File: src/rtl/gals_sender_if.sv
// ============================================================
// gals_sender_if : generator-side and consumer-side signals of the sender
// Rev 1.0
// ============================================================
`default_nettype none

interface gals_sender_if #(
  parameter int WIDTH = 16
);
  logic             f_valid;
  logic [WIDTH-1:0] f_out;
  logic             f_en;
  logic             ack;
  logic             req;
  logic [WIDTH-1:0] data_out;
  logic             overflow;

  modport master (
    input  f_valid, f_out, ack,
    output f_en, req, data_out, overflow
  );

  modport slave (
    output f_valid, f_out, ack,
    input  f_en, req, data_out, overflow
  );
endinterface

`default_nettype wire

File: src/rtl/gals_sender.sv
// ============================================================
// gals_sender : producer-domain FIFO plus 4-phase req/ack sender
// Rev 1.0
// ============================================================
`default_nettype none

module gals_sender #(
  parameter int DEPTH = 4,
  parameter int WIDTH = 16
) (
  input  logic           clock_1,
  input  logic           reset,
  gals_sender_if.master  bus
);

  localparam int AW = $clog2(DEPTH);
  localparam logic [AW:0] FULL_COUNT = (AW+1)'(DEPTH);

  typedef enum logic [1:0] {
    IDLE   = 2'd0,
    LOAD   = 2'd1,
    REQ_HI = 2'd2,
    REQ_LO = 2'd3
  } state_t;

  state_t           state;
  state_t           state_next;
  logic [AW:0]      wr_ptr;
  logic [AW:0]      rd_ptr;
  logic [AW:0]      count;
  logic [AW+1:0]    count_plus;
  logic [WIDTH-1:0] mem [DEPTH];
  logic             ack_meta;
  logic             ack_s;
  logic             full;
  logic             empty;
  logic             pop;
  logic             push;
  logic             req_q;
  logic             req_next;
  logic [WIDTH-1:0] data_q;
  logic             overflow_q;

  assign count = wr_ptr - rd_ptr;
  assign full  = (count == FULL_COUNT);
  assign empty = (count == '0);

  // Counting the in-flight f_valid covers the generator's enable-to-valid latency
  assign count_plus = {1'b0, count} + {{(AW+1){1'b0}}, bus.f_valid};
  assign bus.f_en   = (count_plus < {1'b0, FULL_COUNT});

  assign pop  = (state == IDLE) && !empty && !ack_s;
  assign push = bus.f_valid && (!full || pop);

  assign bus.req      = req_q;
  assign bus.data_out = data_q;
  assign bus.overflow = overflow_q;

  always_ff @(posedge clock_1 or posedge reset) begin
    if (reset) begin
      ack_meta <= 1'b0;
      ack_s    <= 1'b0;
    end else begin
      ack_meta <= bus.ack;
      ack_s    <= ack_meta;
    end
  end

  always_ff @(posedge clock_1) begin
    if (push) begin
      mem[wr_ptr[AW-1:0]] <= bus.f_out;
    end
  end

  always_ff @(posedge clock_1 or posedge reset) begin
    if (reset) begin
      wr_ptr     <= '0;
      rd_ptr     <= '0;
      overflow_q <= 1'b0;
      data_q     <= '0;
    end else begin
      if (push) begin
        wr_ptr <= wr_ptr + 1'b1;
      end
      if (pop) begin
        rd_ptr <= rd_ptr + 1'b1;
        data_q <= mem[rd_ptr[AW-1:0]];
      end
      if (bus.f_valid && full && !pop) begin
        overflow_q <= 1'b1;
      end
    end
  end

  always_ff @(posedge clock_1 or posedge reset) begin
    if (reset) begin
      state <= IDLE;
      req_q <= 1'b0;
    end else begin
      state <= state_next;
      req_q <= req_next;
    end
  end

  always_comb begin
    state_next = state;
    req_next   = req_q;
    case (state)
      IDLE: begin
        if (pop) begin
          state_next = LOAD;
        end
      end
      LOAD: begin
        req_next   = 1'b1;
        state_next = REQ_HI;
      end
      REQ_HI: begin
        if (ack_s) begin
          req_next   = 1'b0;
          state_next = REQ_LO;
        end
      end
      REQ_LO: begin
        if (!ack_s) begin
          state_next = IDLE;
        end
      end
      default: begin
        state_next = IDLE;
        req_next   = 1'b0;
      end
    endcase
  end

endmodule

`default_nettype wire

File: src/flat_wrapper.sv
// flat-port wrapper written by rule: the top's interface ports become plain ports
module gals_sender_flat 
#(
  parameter int DEPTH = 4,
  parameter int WIDTH = 16
)
  (clock_1, reset, bus_f_valid, bus_f_out, bus_ack, bus_f_en, bus_req, bus_data_out, bus_overflow);
  gals_sender_if #(.WIDTH(WIDTH)) bus_i ();
  input  logic clock_1;
  input  logic reset;
  input wire logic [$bits(bus_i.f_valid)-1:0] bus_f_valid;
  input wire logic [$bits(bus_i.f_out)-1:0] bus_f_out;
  input wire logic [$bits(bus_i.ack)-1:0] bus_ack;
  output wire logic [$bits(bus_i.f_en)-1:0] bus_f_en;
  output wire logic [$bits(bus_i.req)-1:0] bus_req;
  output wire logic [$bits(bus_i.data_out)-1:0] bus_data_out;
  output wire logic [$bits(bus_i.overflow)-1:0] bus_overflow;
  assign bus_i.f_valid = bus_f_valid;
  assign bus_i.f_out = bus_f_out;
  assign bus_i.ack = bus_ack;
  assign bus_f_en = bus_i.f_en;
  assign bus_req = bus_i.req;
  assign bus_data_out = bus_i.data_out;
  assign bus_overflow = bus_i.overflow;
  gals_sender #(.DEPTH(DEPTH), .WIDTH(WIDTH)) u_core (.clock_1(clock_1), .reset(reset), .bus(bus_i));
endmodule
File: config.mk
export PLATFORM = sky130hd
export DESIGN_NAME = gals_sender_flat
export DESIGN_NICKNAME = d
export VERILOG_FILES = /design/src/rtl/gals_sender_if.sv /design/src/rtl/gals_sender.sv /design/src/flat_wrapper.sv
export SDC_FILE = /design/constraint.sdc
export NUM_CORES = 1
export LEC_CHECK = 0
export BUFFER_PORTS_ARGS = -buffer_cell sky130_fd_sc_hd__buf_2
export CORE_AREA = 2 2 159 83
export DETAILED_ROUTE_END_ITERATION = 8
export DIE_AREA = 0 0 161 85
export PLACE_DENSITY = 0.54
export SLEW_MARGIN = 20
export SYNTH_ARGS = -nofsm -noshare
export SYNTH_HDL_FRONTEND = slang
export SYNTH_SLANG_ARGS = --single-unit
File: constraint.sdc
create_clock -name clock_1 -period 3.89 [get_ports clock_1]
set_input_delay 0.389 -clock clock_1 [delete_from_list [all_inputs] [get_ports clock_1]]
set_output_delay 0.389 -clock clock_1 [all_outputs]
set_load 0.02 [all_outputs]
# Yosys cells after proc, flatten, opt, wreduce, memory -nomap -nowiden
# Memory sizes are Yosys's and may differ from the RTL's. A register that Yosys moved wholly into a read port is not among the register bits.
# Index checks and enable logic that the tools add are counted.
dict set report totals {
  ff_bits 12
  ramBits 64
  inputBits 20
  out_inout_bits 19
  wordCells 43
  mem_count 1
}
# memory words width rd rd_ports_with_merged_regs wr line
set mem_list {}
lappend mem_list {u_core.mem 4 16 1 1 1 gals_sender.sv:32} ;# logic [WIDTH-1:0] mem [DEPTH];
dict set report classes {
  addsub 4
  order_cmp 1
  eq_ne 7
  muxes 8
  n_reduce_logical 15
}
# cell n
set ops {}
lappend ops {{$pmux 2 s4} 1}
lappend ops {{$add 3x1->3 const B} 2}
lappend ops {{$mux 2} 3}
lappend ops {{$logic_and 1x1->1} 5}
lappend ops {{$add 3x1->4} 1}
lappend ops {{$eq 2x2->1 const B} 2}
lappend ops {{$logic_not 1->1} 4}
lappend ops {{$lt 4x3->1 const B} 1}
lappend ops {{$ne 2x1->1 const B} 2}
lappend ops {{$eq 3x3->1 const B} 1}
lappend ops {{$logic_not 3->1} 1}
lappend ops {{$mux 1} 3}
lappend ops {{$reduce_and 3->1} 1}
lappend ops {{$sub 3x3->3} 1}
lappend ops {{$eq 2x1->1 const B} 1}
lappend ops {{$logic_not 2->1} 1}
lappend ops {{$ne 2x2->1 const B} 1}
lappend ops {{$pmux 1 s2} 1}
lappend ops {{$reduce_and 2->1} 1}
lappend ops {{$reduce_bool 2->1} 1}
lappend ops {{$logic_or 1x1->1} 1}

# Longest topological paths before layout
dict set report depth {
  ltp_word 9
  depth_mapped 7
  ltp_nobuf 6
}

# Least setup slack after synthesis
# No wires, ideal clock.
dict set report synth_timing {
  kind {reg-to-reg}
  start {reg u_core.wr_ptr[0]}
  end {mem u_core.mem[3][0] (enable)}
  setup_ps 388
  t_arrival_ps 2282
  required_ps 3502
  setup_slack_ps 1220
  stages_incl_launch_ff 7
  path_buffers 0
  period_less_slack_ps 2670
  path_cell_list {dfrtp_1 -> inv_1 -> ha_1 -> fa_1 -> xor3_2 -> and3_2 -> nor2_1}
}
dict set report synth_between {
  elab_chain_len 9
  elab_cells_between_ends 11
  classes_between {add/sub: 1; eq/ne: 1; mux: 2; reduce/logical: 7}
}
# item line
set synth_rtl {}
lappend synth_rtl {{start, declared} gals_sender.sv:28} ;# logic [AW:0] wr_ptr;
lappend synth_rtl {{start signal, assigned} gals_sender.sv:83} ;# wr_ptr <= wr_ptr + 1'b1;
lappend synth_rtl {{$sub 3x3->3} gals_sender.sv:44} ;# assign count = wr_ptr - rd_ptr;
lappend synth_rtl {{$logic_not 3->1} gals_sender.sv:46} ;# assign empty = (count == '0);
lappend synth_rtl {{$logic_not 1->1} gals_sender.sv:52} ;# assign pop = (state == IDLE) && !empty && !ack_s;
lappend synth_rtl {{$logic_and 1x1->1 (2 in series)} gals_sender.sv:52}
lappend synth_rtl {{$logic_or 1x1->1} gals_sender.sv:53} ;# assign push = bus.f_valid && (!full || pop);
lappend synth_rtl {{$logic_and 1x1->1} gals_sender.sv:53}
lappend synth_rtl {{$mux 1} gals_sender.sv:70} ;# if (push) begin
lappend synth_rtl {{$mux 1 (implied by the code)} gals_sender.sv:71} ;# mem[wr_ptr[AW-1:0]] <= bus.f_out;
lappend synth_rtl {{end, declared} gals_sender.sv:32}
# Several ways; a longest one is shown, not always the timed one.

# Final worst setup path
dict set report layout_timing {
  start {reg u_core.wr_ptr[0]}
  end {mem u_core.mem[1][4] (enable)}
}
# Same word-level chain as after synthesis.

==> run metrics <==
status=completed; FFs w/ async S/R, synth=0.304; clock sinks=92; TritonCTS Buffers=9; worst r2r src=u_core.wr_ptr[0]$_DFFE_PP0P_; Initial Util=0.295; internal power=2.68 mW; hold_sp=bus_ack; Clock power frac=0.267; Final TNS setup=0 ns; Final Critical Period=2.68 ns; Root Driver=clkbuf_16; # H-tree levels=3; CTS tree=built; CP required=3.90 ns; slew margin rel.=0.436; core area=12,300 um^2; Worst Hold Depth=1; Max Cap Viol=0; Area growth, synth to finish=21.6%; clk_skew=0.00728 ns; DR WL met2=2820 um; vias in the first global route=1,835; CP endpoint kind=flip-flop; Hold Path Class=input port to flip-flop; Final ANT Viol Nets=0; DIE WIDTH=161 um; R2R cell count=7; die height=85 um; combinational share of power=0.349; sequential power share=0.383; Nets=266; gp weighted congestion=0.771; max frequency=373 MHz; CP startpoint=u_core.wr_ptr[0]$_DFFE_PP0P_; gr ovfl total=0; # diodes=0; CTS resizes=0; worst-skew pair later-pin latency=0.33 ns; placed instance area=4070 um^2; DRT met1 WL=3600 um; final worst path period share=0.688; Synth Warn #=0; Filler cells=1,166; Mapped Area=3640 um^2; leak pwr=1.67 nW; register area share after synthesis=0.720; commonest cells after routing, fill and taps aside=64 x edfxtp_1, 38 x buf_2, 28 x dfrtp_1; crit path DAT=2.68 ns; final hold violations=0; Syn Inst Count=183; HPWL after DPL=4550 um; largest net degree at the start of global routing=21; via count=1,763; net count after synthesis=215; Final setup violation count=0; commonest non-fill, non-tap cell in the layout=edfxtp_1; Iter 0 DRT Violations=84; pwr dens=880 nW/um^2; fin cells=409; residual DRC count=0; maximum VDD drop=0.000290 V; clk slew on worst S/H paths=0.06 ns; WL per Instance=16.5 um; RSZ-0062 raised after global routing=no; final wirelength=6730 um; Post-CTS Repair Setup Buffers=0; initial antenna violation count=0; overall global routing resource usage=0.106; dpl cells=393; Sw Ratio=0.313; critical path peak fanout=16; Avg Cell Area, Syn=19.9 um^2; clk buf depth=2; CTS Hold Bufs=0; total I/O pin count=39; port bufs=38; Yosys reg bits=92; DR WL met3=285 um; NetSw=1.22 mW; Setup crit start kind=flip-flop; number of synthesized flops with an enable pin=64; Top FF cell, synth=edfxtp_1; Final Slew Violations=0; layout cells sized above 1=0.410; final core occ=0.359; final instance area=4430 um^2; Rows=29; first-pass GRT wire length=10,500 um; uppermost layer routed=met4; DRT Pass-1 Iters=5; worst slew pin tran=0.845 ns; Setup CP Type=flip-flop to flip-flop; Distinct cells, synth=32; die area=13,700 um^2; via-per-instance ratio=4.31
critical path: stages, from the launching register on:
cell	delay, ns
dfrtp_1	0.38
inv_1	0.11
ha_1	0.21
fa_1	0.41
xor3_2	0.32
a31oi_1	0.44
and2_1	0.19
buf_4	0.27
sequential cells by signal, summed over array words and instances, names as in the netlist:
register	cells
u_core.wr_ptr	3
u_core.ack_meta	1
u_core.bus.data_out	16
u_core.rd_ptr	3
u_core.ack_s	1
u_core.mem	64
u_core.bus.overflow	1
u_core.state	2
u_core.bus.req	1
logic make-up (layout without fill, tap and decap cells):
group	Yosys count	in the layout	synth area share
DFF	92	92	0.720
muxes	36	36	0.160
and+or+nand+nor	16	16	0.0227
adders and majority gates	12	12	0.0433
buffers and inverters	12	68	0.0168
AOI/OAI and AO/OA	10	10	0.0209
xor gates and xnor gates	5	5	0.0165
metal layers:
layer | vias to the layer above | GRT usage
li1 | 803 | -
met1 | 925 | 0.155
met5 | - | 0
met3 | 4 | 0.0386
met4 | 0 | 0.0268
met2 | 31 | 0.149
synthesized netlist by cell type, drive strengths merged (3+ instances only):
library cell  instances  area (um^2)
edfxtp               64         1920
dfrtp                28          701
mux2                 19          214
mux4                 16          360
ha                   11          138
inv                   7         26.3
and2                  4         25.0
buf                   4         31.3
xnor2                 4         35.0
nand2                 3         11.3
nor2                  3         11.3
area by class of cell:
class,instances,area [um^2],share of cell area
Multi-Input combinational cell,79,961,0.217
Inverter,7,26.3,0.00593
Clock buffer,10,229,0.0517
Timing Repair Buffer,45,243,0.0548
Tap cell,170,213,0.0480
Clock inverter,6,136,0.0308
Sequential cell,92,2620,0.592
stage by stage:
step / total power [mW] / setup slack [ns] / hold WS, ns
CTS: 3.96 / 1.21 / 0.155
detailed placement: 2.90 / 1.24 / 0.337
global route: 4.14 / 1.05 / 0.154
global placement: 2.88 / 1.34 / 0.337
finish: 3.90 / 1.21 / 0.168
floorplan: 2.49 / 1.22 / 0.331
path summary, 6_finish.rpt:
check | slack [ns] | end
min reg2reg | 0.35 | u_core.ack_s$_DFF_PP0_
max | 1.21 | u_core.mem[1][4]$_DFFE_PP_
max in group asynchronous | 2.99 | u_core.bus.data_out[9]$_DFFE_PP0P_
min | 0.17 | u_core.ack_meta$_DFF_PP0_
min in group asynchronous | 0.22 | u_core.bus.data_out[6]$_DFFE_PP0P_
max reg2reg | 1.21 | u_core.mem[1][4]$_DFFE_PP_
power groups by stage:
stage | clock network, mW | registers [mW] | logic, mW
after floorplan | 0 | 1.61 | 0.881
after global placement | 0 | 1.51 | 1.37
after detailed placement | 0 | 1.52 | 1.38
after CTS | 1.07 | 1.50 | 1.39
after global routing | 1.11 | 1.53 | 1.50
final | 1.04 | 1.49 | 1.36
(Power assumes the default switching activity.)
